<file path="config.mk">
export PLATFORM = sky130hd
export DESIGN_NAME = uart_frame_loader
export DESIGN_NICKNAME = d
export VERILOG_FILES = /design/src/rtl/uart_frame_loader.sv
export SDC_FILE = /design/constraint.sdc
export NUM_CORES = 1
export LEC_CHECK = 0
export BUFFER_PORTS_ARGS = -buffer_cell sky130_fd_sc_hd__buf_2
export CAP_MARGIN = 20
export CORE_UTILIZATION = 55
export CTS_CLUSTER_SIZE = 20
export DETAILED_ROUTE_END_ITERATION = 8
export PLACE_DENSITY_LB_ADDON = 0.12
export SKIP_CTS_REPAIR_TIMING = 1
export SYNTH_ARGS = -nofsm -noshare
export SYNTH_HDL_FRONTEND = slang
export SYNTH_SLANG_ARGS = --single-unit
</file>
<file path="constraint.sdc">
create_clock -name clk920k -period 3.3 [get_ports clk920k]
set_input_delay 0.495 -clock clk920k [delete_from_list [all_inputs] [get_ports clk920k]]
set_output_delay 0.495 -clock clk920k [all_outputs]
set_load 0.05 [all_outputs]
</file>
<file path="src/rtl/uart_frame_loader.sv">
// Assembles UART byte pairs into 16-bit pixel writes after an A5 5A header; write lands 1 cycle after the high byte.
// No backpressure: every rx_valid byte is consumed; idle gaps mid-frame beyond TIMEOUT_CYC force a header resync.
module uart_frame_loader #(
  parameter int FRAME_WORDS = 4096,
  parameter int TIMEOUT_CYC = 2048
) (
  input  logic        clk920k,
  input  logic        rst,
  input  logic        start,
  input  logic        abort,
  input  logic        continuous,
  input  logic [7:0]  rx_data,
  input  logic        rx_valid,
  output logic        wr_en,
  output logic [15:0] wr_addr,
  output logic [15:0] wr_data,
  output logic [15:0] data_counter,
  output logic        busy,
  output logic        frame_done,
  output logic        timeout_err
);

  typedef enum logic [2:0] {IDLE, HDR0, HDR1, LO, HI} state_t;

  localparam logic [15:0] LAST_IDX = 16'(FRAME_WORDS - 1);
  localparam logic [15:0] TMO_LAST = 16'(TIMEOUT_CYC - 1);

  state_t      state_q, state_d;
  logic        wr_en_q, wr_en_d;
  logic [15:0] wr_addr_q, wr_addr_d;
  logic [15:0] wr_data_q, wr_data_d;
  logic [15:0] cnt_q, cnt_d;
  logic        busy_q, busy_d;
  logic        done_q, done_d;
  logic        tmo_q, tmo_d;
  logic [7:0]  lo_q, lo_d;
  logic [15:0] idle_q, idle_d;

  always_ff @(posedge clk920k or posedge rst) begin
    if (rst) begin
      state_q   <= IDLE;
      wr_en_q   <= 1'b0;
      wr_addr_q <= '0;
      wr_data_q <= '0;
      cnt_q     <= '0;
      busy_q    <= 1'b0;
      done_q    <= 1'b0;
      tmo_q     <= 1'b0;
      lo_q      <= '0;
      idle_q    <= '0;
    end else begin
      state_q   <= state_d;
      wr_en_q   <= wr_en_d;
      wr_addr_q <= wr_addr_d;
      wr_data_q <= wr_data_d;
      cnt_q     <= cnt_d;
      busy_q    <= busy_d;
      done_q    <= done_d;
      tmo_q     <= tmo_d;
      lo_q      <= lo_d;
      idle_q    <= idle_d;
    end
  end

  always_comb begin
    state_d   = state_q;
    wr_en_d   = 1'b0;
    wr_addr_d = wr_addr_q;
    wr_data_d = wr_data_q;
    cnt_d     = cnt_q;
    done_d    = 1'b0;
    tmo_d     = tmo_q;
    lo_d      = lo_q;
    idle_d    = idle_q;

    if (abort) begin
      state_d = IDLE;
      cnt_d   = '0;
      idle_d  = '0;
    end else begin
      case (state_q)
        IDLE: begin
          idle_d = '0;
          if (start) begin
            state_d = HDR0;
            cnt_d   = '0;
            tmo_d   = 1'b0;
          end
        end
        HDR0: begin
          idle_d = '0;
          if (rx_valid && rx_data == 8'hA5) state_d = HDR1;
        end
        default: begin
          // A byte arriving on the would-be timeout cycle wins over the timeout.
          if (rx_valid) begin
            idle_d = '0;
            case (state_q)
              HDR1: begin
                if (rx_data == 8'h5A)      state_d = LO;
                else if (rx_data != 8'hA5) state_d = HDR0;
              end
              LO: begin
                lo_d    = rx_data;
                state_d = HI;
              end
              HI: begin
                wr_en_d   = 1'b1;
                wr_addr_d = cnt_q;
                wr_data_d = {rx_data, lo_q};
                cnt_d     = cnt_q + 16'd1;
                state_d   = LO;
                if (cnt_q == LAST_IDX) begin
                  done_d = 1'b1;
                  if (continuous) begin
                    state_d = HDR0;
                    cnt_d   = '0;
                  end else begin
                    state_d = IDLE;
                  end
                end
              end
              default: state_d = state_q;
            endcase
          end else if (idle_q >= TMO_LAST) begin
            state_d = HDR0;
            tmo_d   = 1'b1;
            cnt_d   = '0;
            lo_d    = '0;
            idle_d  = '0;
          end else begin
            idle_d = idle_q + 16'd1;
          end
        end
      endcase
    end

    busy_d = (state_d != IDLE);
  end

  assign wr_en        = wr_en_q;
  assign wr_addr      = wr_addr_q;
  assign wr_data      = wr_data_q;
  assign data_counter = cnt_q;
  assign busy         = busy_q;
  assign frame_done   = done_q;
  assign timeout_err  = tmo_q;

endmodule
</file>
==> flow_metrics.tcl, run 1 <==
set metrics [dict create \
    slowest_delay_ns 0.56 \
    leakage_uw 0.00208 \
    dp_hpwl_um 4750 \
    crit_type "reg -> reg" \
    min_period_over_period_pct 76.1 \
    layout_commonest_cell "dfrtp_1" \
    regArea_um2 1980 \
    wire_per_inst_um 14.7 \
    swShare_pct 21.8 \
    grt_pass1_wl_um 11500 \
    power_density_nw_per_um2 438 \
    worst_setup_path_start_kind "flop" \
    r2r_end "data_counter[5]" \
    io_buffers 65 \
    relSlewSlack_pct 39.8 \
    critPathMaxFanout 13 \
    synth_edf_count 0 \
    synth.distinct_cells 47 \
    worstHoldPathType "in -> async" \
    drtAntennaViolNets 0 \
    viasPerCell 5.61 \
    hold_viol_final 0 \
    slowest_stage "or2_0" \
    grt_pass1_vias 2462 \
    core_um2 6030 \
    p_comb_share_pct 4.5 \
    first_pass_iters 4 \
    endpoint_kind "flop" \
    placed_cells 457 \
    power.switching_uw 393 \
    cp_top_family "simple AND/OR/NAND/NOR gates" \
    path_depth 6 \
    reg2regPathDepth 6 \
    cts-root-buf "clkbuf_8" \
    cts_tree "done" \
    grt_max_degree 57 \
    critPathBufInv 0 \
    drive_gt1_share_pct 28.9 \
    tightest_slew_ns 0.902 \
    std_cell_rows 28 \
    num_antenna_cells 0 \
    layout_common_cells "79 x dfrtp_1, 65 x buf_2, 44 x nand2_1" \
    antenna_found_initial 0 \
    critPathRequiredTime_ns 3.50 \
    drv_slew 0 \
    area_growth_pct 17.5 \
    synth-seq-cells 79 \
    intPower_uw 1410 \
    r2r-start "data_counter[0]" \
    drtIter0Drc 203 \
    drc 0 \
    die-area_um2 6710 \
    clock_latency_ns 0.34 \
    setup_viol 0 \
    clk_pin_slew_ns 0.07 \
    routed_wl_um 6940 \
    path_cells "ha_1, nand3_1, nor3_1, a31o_2, or2_0, o31ai_1" \
    synth_area_um2 3510 \
    reg2reg_slack_ns 0.79 \
    arrival_ns 2.71 \
    seqPwrFrac_pct 54.6 \
    fill_cells 484 \
    postSynthAreaPerCell_um2 10.8 \
    rsz0062_at_grt "false" \
    crit_end "data_counter[5]" \
    p_clk_share_pct 40.9 \
    ir_drop_uv 370 \
    die_h_um 81.9 \
    tns_ns 0 \
    final_nets 409 \
    fin_cells 473 \
    fin_skew_ns 0.00722 \
    yosys_most_used_dff "dfrtp_1" \
    run_status "complete, no violations" \
    clockBufferDepth 2 \
    ios 66 \
    min_period_ns 2.51 \
    synthCells 324 \
    gr-total-overflow 0 \
    yosysSeqAreaShare_pct 56.3 \
    place_congestion 0.897 \
    multi_input_area_um2 1470 \
    initial_core_util_pct 58.3 \
    clock_sinks 79 \
    synthArstFlopShare_pct 100 \
    htree_levels 3 \
    num_vias 2654 \
    maxCapViolCount 0 \
    die_x_um 81.9 \
    fmaxAchievable_ghz 0.398 \
    startpoint "data_counter[0]" \
    yosys_warnings 0 \
    numCtsBuffers 9 \
    grt_usage_pct 22.8 \
]
## routing by layer
metal / track usage (%) / vias to the layer above / part of all wire [%]
li1: - / 1287 / -
met1: 33.0 / 1297 / 49
met2: 33.7 / 62 / 46
met3: 5.00 / 8 / 3.9
met4: 8.07 / 0 / 1.1
met5: 0 / - / 0
## power groups by stage
| stage | combinational [uW] | clock [uW] | sequential [uW] |
|---|---|---|---|
| 2_1_floorplan | 49.7 | 0 | 1010 |
| 4_1_cts | 83.5 | 751 | 985 |
| 6_report | 82.0 | 737 | 986 |
| 3_3_place_gp | 82.0 | 0 | 1000 |
| 5_1_grt | 92.6 | 796 | 987 |
| 3_5_place_dp | 82.9 | 0 | 1000 |
## registers in the layout, indices dropped and copies added (netlist names)
register      cells
idle_q           16
busy              1
wr_en             1
wr_addr          16
state_q           3
timeout_err       1
wr_data          16
lo_q              8
frame_done        1
data_counter     16
## metrics by stage
stage | power, uW | cell area [um^2] | hold slack, ns | util [%] | setup slack [ns]
5_1_grt | 1880 | 4120 | 0.397 | 68.4 | 0.578
6_report | 1810 | 4120 | 0.322 | 68.4 | 0.789
4_1_cts | 1820 | 4120 | 0.351 | 68.4 | 0.818
3_3_place_gp | 1090 | 3920 | 0.454 | 65.0 | 0.984
3_5_place_dp | 1090 | 3920 | 0.458 | 65.0 | 0.847
2_1_floorplan | 1060 | 3520 | 0.439 | - | 0.782
## synthesized netlist by cell type (3+ instances only)
master | instances | area, um^2
a21oi_1 | 8 | 40.0
a22o_1 | 8 | 70.1
and3_1 | 5 | 31.3
buf_2 | 7 | 35.0
clkbuf_1 | 6 | 22.5
dfrtp_1 | 79 | 1980
inv_1 | 6 | 22.5
mux2_2 | 24 | 270
nand2_1 | 44 | 165
nand2b_1 | 5 | 31.3
nand3_1 | 13 | 65.1
nand4_1 | 5 | 31.3
nor2_1 | 23 | 86.3
nor2b_1 | 9 | 56.3
nor3_1 | 3 | 15.0
nor4_1 | 7 | 43.8
o21ai_0 | 17 | 85.1
o31ai_1 | 8 | 60.1
or3_1 | 5 | 31.3
xnor2_1 | 4 | 35.0
xor2_1 | 6 | 52.6
## worst min-delay path by stage
stage,to,slack (ns),cells after the start,startpoint
floorplan,wr_data[0],0.44,2,lo_q[0]
CTS,lo_q[6],0.35,2,rst
detailed placement,wr_data[5],0.46,2,lo_q[5]
global route,wr_data[11],0.40,2,rst
finish,wr_data[12],0.32,2,rst
global placement,wr_data[0],0.45,2,wr_data[0]
## cells by family after synthesis
family	share of synthesized area, %
flops	56.3
fa+ha+maj	0.713
other cells	0.107
compound gates	10.4
xor+xnor	2.49
simple gates	19.9
buf+inv	2.39
mux	7.70
## layout make-up
cell class                 count  area share [%]
timing repair buffer          68            8.43
clock inverter                 3           0.971
clock buffer                  13            4.10
sequential                    79            47.9
multi-input combinational    228            35.6
inverter                       7           0.667
tap                           75            2.28
Power figures use the tool's default switching activity.
==> run 2, diff against run 1 <==
- CORE_UTILIZATION: 55 -> 50
- clock period: 3.3 -> 2.2 ns (I/O delays scaled with it)
==> run 2 against run 1 <==
Global-route usage is essentially flat. Count of clock-buffer cells in the layout shrank 4. Utilization shrank 3.7 points. Non-clock buffer count grew 22. Hold slack lost 0.078 ns. Critical path depth is the same. Final cell count grew 9.1%. Fmax grew 19%. Die area grew 9.8%. Clock skew shrank 0.0027 ns. Via count grew 5.7%. Sequential power grew 50%. Critical path type unchanged.
==> flow_metrics.tcl, run 2 (same netlist as run 1, synthesis figures left out) <==
set metrics [dict create \
    relSlewSlack_pct 65.6 \
    multi_input_area_um2 1480 \
    drc 0 \
    critPathRequiredTime_ns 2.43 \
    viasPerCell 5.44 \
    critPathMaxFanout 4 \
    hold_end "lo_q[3]" \
    critPathBufInv 0 \
    fmaxAchievable_ghz 0.475 \
    ios 66 \
    layout_common_cells "77 x dfrtp_1, 65 x buf_2, 44 x nand2_1" \
    die_h_um 85.8 \
    hold_ws_ns 0.244 \
    drv_slew 0 \
    slowest_stage "or3_1" \
    r2r_end "busy" \
    htree_levels 3 \
    min_period_over_period_pct 95.6 \
    reg2reg_slack_ns 0.1 \
    num_vias 2806 \
    worst_setup_path_start_kind "flop" \
    drtIter0Drc 164 \
    min_from "rx_data[3]" \
    num_antenna_cells 0 \
    run_status "complete, no violations" \
    r2r-start "idle_q[0]" \
    reg2regPathDepth 6 \
    layout_commonest_cell "dfrtp_1" \
    path_cells "ha_1, nand2_1, nor4_4, or3_1, o311a_1, or3_1" \
    ir_drop_uv 509 \
    endpoint_kind "flop" \
    cts-root-buf "clkbuf_8" \
    setup_viol 0 \
    first_pass_iters 4 \
    power_density_nw_per_um2 665 \
    hold_viol_final 0 \
    maxCapViolCount 0 \
    grt_max_degree 40 \
    std_cell_rows 30 \
    antenna_found_initial 0 \
    leakage_uw 0.00223 \
    arrival_ns 2.34 \
    fill_cells 550 \
    grt_pass1_wl_um 12900 \
    place_congestion 0.822 \
    die-area_um2 7360 \
    fin_skew_ns 0.00452 \
    numCtsBuffers 9 \
    io_buffers 65 \
    rsz0062_at_grt "false" \
    placed_area_um2 4130 \
    final_nets 431 \
    finalInstanceArea_um2 4400 \
    routed_wl_um 7710 \
    worstHoldPathType "in -> reg" \
    grt_pass1_vias 2656 \
    drtAntennaViolNets 0 \
    drive_gt1_share_pct 33.3 \
    tns_ns 0 \
    core_um2 6790 \
    slowest_delay_ns 0.42 \
    placed_cells 499 \
    fin_cells 516 \
    finalPower_uw 2930 \
    regArea_um2 1980 \
    min_period_ns 2.10 \
    wire_per_inst_um 14.9 \
    cp_top_family "simple AND/OR/NAND/NOR gates" \
    dp_hpwl_um 5310 \
    clk_pin_slew_ns 0.08 \
    cts_tree "done" \
    clock_latency_ns 0.35 \
    tightest_slew_ns 0.503 \
    clock_sinks 79 \
    crit_type "reg -> reg" \
    initial_core_util_pct 51.7 \
    min_path_cells 2 \
    gr-total-overflow 0 \
    area_growth_pct 25.2 \
    die_x_um 85.8 \
    path_common_cell "or3_1" \
    clockBufferDepth 2 \
    grt_usage_pct 22.8 \
]
-- run 2: worst max path at each step --
stage                               start          to  slack [ns]  cells past startpoint
final                           idle_q[0]        busy         0.1                      6
after detailed placement        idle_q[0]  idle_q[11]        0.09                      6
after floorplan           data_counter[0]        busy       -0.03                      7
after CTS                       idle_q[0]   idle_q[7]        0.09                      7
after global placement          idle_q[0]   idle_q[7]        0.18                      7
after global routing            idle_q[0]        busy        0.01                      6
-- run 2: per-layer routing --
metal	wire, um	track usage, %	part of all wire [%]	vias up
met5	0	0	0	-
met4	121	8.33	1.6	0
met3	368	4.23	4.8	10
met2	3640	36.3	47	93
met1	3580	31.5	46	1377
li1	-	-	-	1326
-- run 2: stage by stage --
stage	worst slack [ns]	utilization, %
finish	0.0957	64.7
CTS	0.0903	64.4
global route	0.0107	64.7
detailed placement	0.0947	60.8
global placement	0.185	60.8
floorplan	-0.0315	-
-- run 2: final cells by class --
| class | count | share of cell area [%] |
|---|---|---|
| multi-input combinational | 228 | 33.7 |
| timing repair buffer | 90 | 12.3 |
| clock inverter | 7 | 2.73 |
| tap | 96 | 2.73 |
| sequential | 79 | 45.0 |
| clock buffer | 9 | 2.82 |
| inverter | 7 | 0.683 |
-- run 2: power by group --
group          internal [uW]  leakage (uW)  total, uW  switching (uW)
logic                   47.4       0.00102        142            94.5
registers               1470       0.00108       1480            10.8
clock network            759      0.000125       1310             546
total                   2270       0.00223       2930             652
==> run 3, diff against run 2 <==
==> constraint.sdc (replaced) <==
create_clock -name clk920k -period 2.2 [get_ports clk920k]
set_input_delay 0.44 -clock clk920k [delete_from_list [all_inputs] [get_ports clk920k]]
set_output_delay 0.44 -clock clk920k [all_outputs]
set_load 0.05 [all_outputs]
==> run 3 against run 2 <==
Sequential cell count did not move. Worst setup slack improved by 0.031 ns. Largest cell class unchanged. Wire length fell by 7.6%. Total power fell by 7.5%. Final area fell by 0.57%. Count of clock-buffer cells in the layout rose by 1. Sequential share of layout area rose by 0.29 points. Sequential power barely moved. Critical path depth did not move. Clock power fell by 17%.
==> flow_metrics.tcl, run 3 (same netlist as run 1, synthesis figures left out) <==
set metrics [dict create \
    intPower_uw 2070 \
    placed_area_um2 4140 \
    busiest_layer "met2" \
    wire_per_inst_um 13.9 \
    finalInstanceArea_um2 4370 \
    drtAntennaViolNets 0 \
    worst_setup_path_start_kind "flop" \
    leakage_uw 0.00220 \
    drtIter0Drc 134 \
    viasPerCell 5.20 \
    grt_max_degree 80 \
    p_comb_share_pct 5.0 \
    grt_pass1_vias 2462 \
    dp_hpwl_um 5000 \
    cts_tree "done" \
    min_period_over_period_pct 94.3 \
    antenna_found_initial 0 \
    num_antenna_cells 0 \
    layout_commonest_cell "dfrtp_1" \
    endpoint_kind "flop" \
    worst_slack_ns 0.126 \
    drc 0 \
    maxCapViolCount 0 \
    worstHoldPathType "in -> async" \
    hold_ws_ns 0.167 \
    area_growth_pct 24.5 \
    cts-root-buf "clkbuf_8" \
    final_nets 426 \
    swShare_pct 23.4 \
    grt_pass1_wl_um 11800 \
    reg2regPathDepth 6 \
    p_clk_share_pct 40.4 \
    gr-total-overflow 0 \
    rsz0062_at_grt "false" \
    clockBufferDepth 2 \
    gr-usage-met2_pct 32.4 \
    core_um2 6790 \
    die_h_um 85.8 \
    ios 66 \
    grt_usage_pct 20.8 \
    place_congestion 0.796 \
    run_status "complete, no violations" \
    crit_type "reg -> reg" \
    use_met1_pct 29.6 \
    drv_slew 0 \
    power_density_nw_per_um2 619 \
    std_cell_rows 30 \
    seqPwrFrac_pct 54.6 \
    layout_common_cells "76 x dfrtp_1, 65 x buf_2, 44 x nand2_1" \
    initial_core_util_pct 51.7 \
    die-area_um2 7360 \
    power.switching_uw 634 \
    critPathMaxFanout 4 \
    fill_cells 549 \
    die_x_um 85.8 \
    first_pass_iters 4 \
    io_buffers 65 \
    ir_drop_uv 329 \
    hold_viol_final 0 \
    min_period_ns 2.07 \
    htree_levels 3 \
    dpl_worst_slack_ns 0.0441 \
    numCtsBuffers 9 \
    grt_use_met3_pct 3.27 \
    setup_viol 0 \
    tns_ns 0 \
    clock_sinks 79 \
    clock_latency_ns 0.35 \
    clk_pin_slew_ns 0.08 \
    fmaxAchievable_ghz 0.482 \
    drive_gt1_share_pct 33.7 \
    routed_wl_um 7120 \
    num_vias 2659 \
    arrival_ns 2.30 \
    critPathRequiredTime_ns 2.43 \
    fin_skew_ns 0.00982 \
]
==> run 3: power by group through the flow <==
stage	clock [uW]	sequential, uW	combinational (uW)
after floorplan	0	1510	75.1
after global placement	0	1510	135
after detailed placement	0	1510	136
after CTS	1120	1480	137
after global routing	1170	1480	151
final	1090	1480	134
==> run 3: stage by stage <==
step                      util (%)  power [uW]  std cells
after detailed placement      60.9        1640        495
after CTS                     63.9        2740        511
after floorplan                  -        1590        327
after global placement        60.9        1640        495
final                         64.3        2710        511
after global routing          64.3        2810        511
==> run 3: cell type report <==
type | instances | area [um^2] | area share, %
well taps | 96 | 120 | 2.75
repair buffers | 85 | 526 | 12.0
clock inverters | 6 | 68.8 | 1.57
flip-flops and latches | 79 | 1980 | 45.3
clock buffers | 10 | 138 | 3.15
inverters | 7 | 30.0 | 0.687
multi-input cells | 228 | 1510 | 34.5
==> run 3: path summary, 6_finish.rpt <==
path | startpoint | slack (ns) | to
max | idle_q[0] | 0.13 | busy
min | rst | 0.17 | timeout_err
max reg2reg | idle_q[0] | 0.13 | busy
min reg2reg | wr_data[6] | 0.47 | wr_data[6]
max in group asynchronous | rst | 1.65 | data_counter[2]
min in group clk920k | rx_data[5] | 0.35 | lo_q[5]
==> run 3: layer usage <==
metal  wire length (um)  up-vias
met5                  0        -
met4                100        0
met3                223        9
met2               3400       54
met1               3400     1278
li1                   -     1318
==> run 3: worst max-delay path, cell delays in order, from the launching register on <==
cell and delay [ns]:
dfrtp_1 0.41, ha_1 0.25, nand2_1 0.13, nor4_4 0.05, or3_1 0.41, o311a_1 0.36, or3_1 0.34
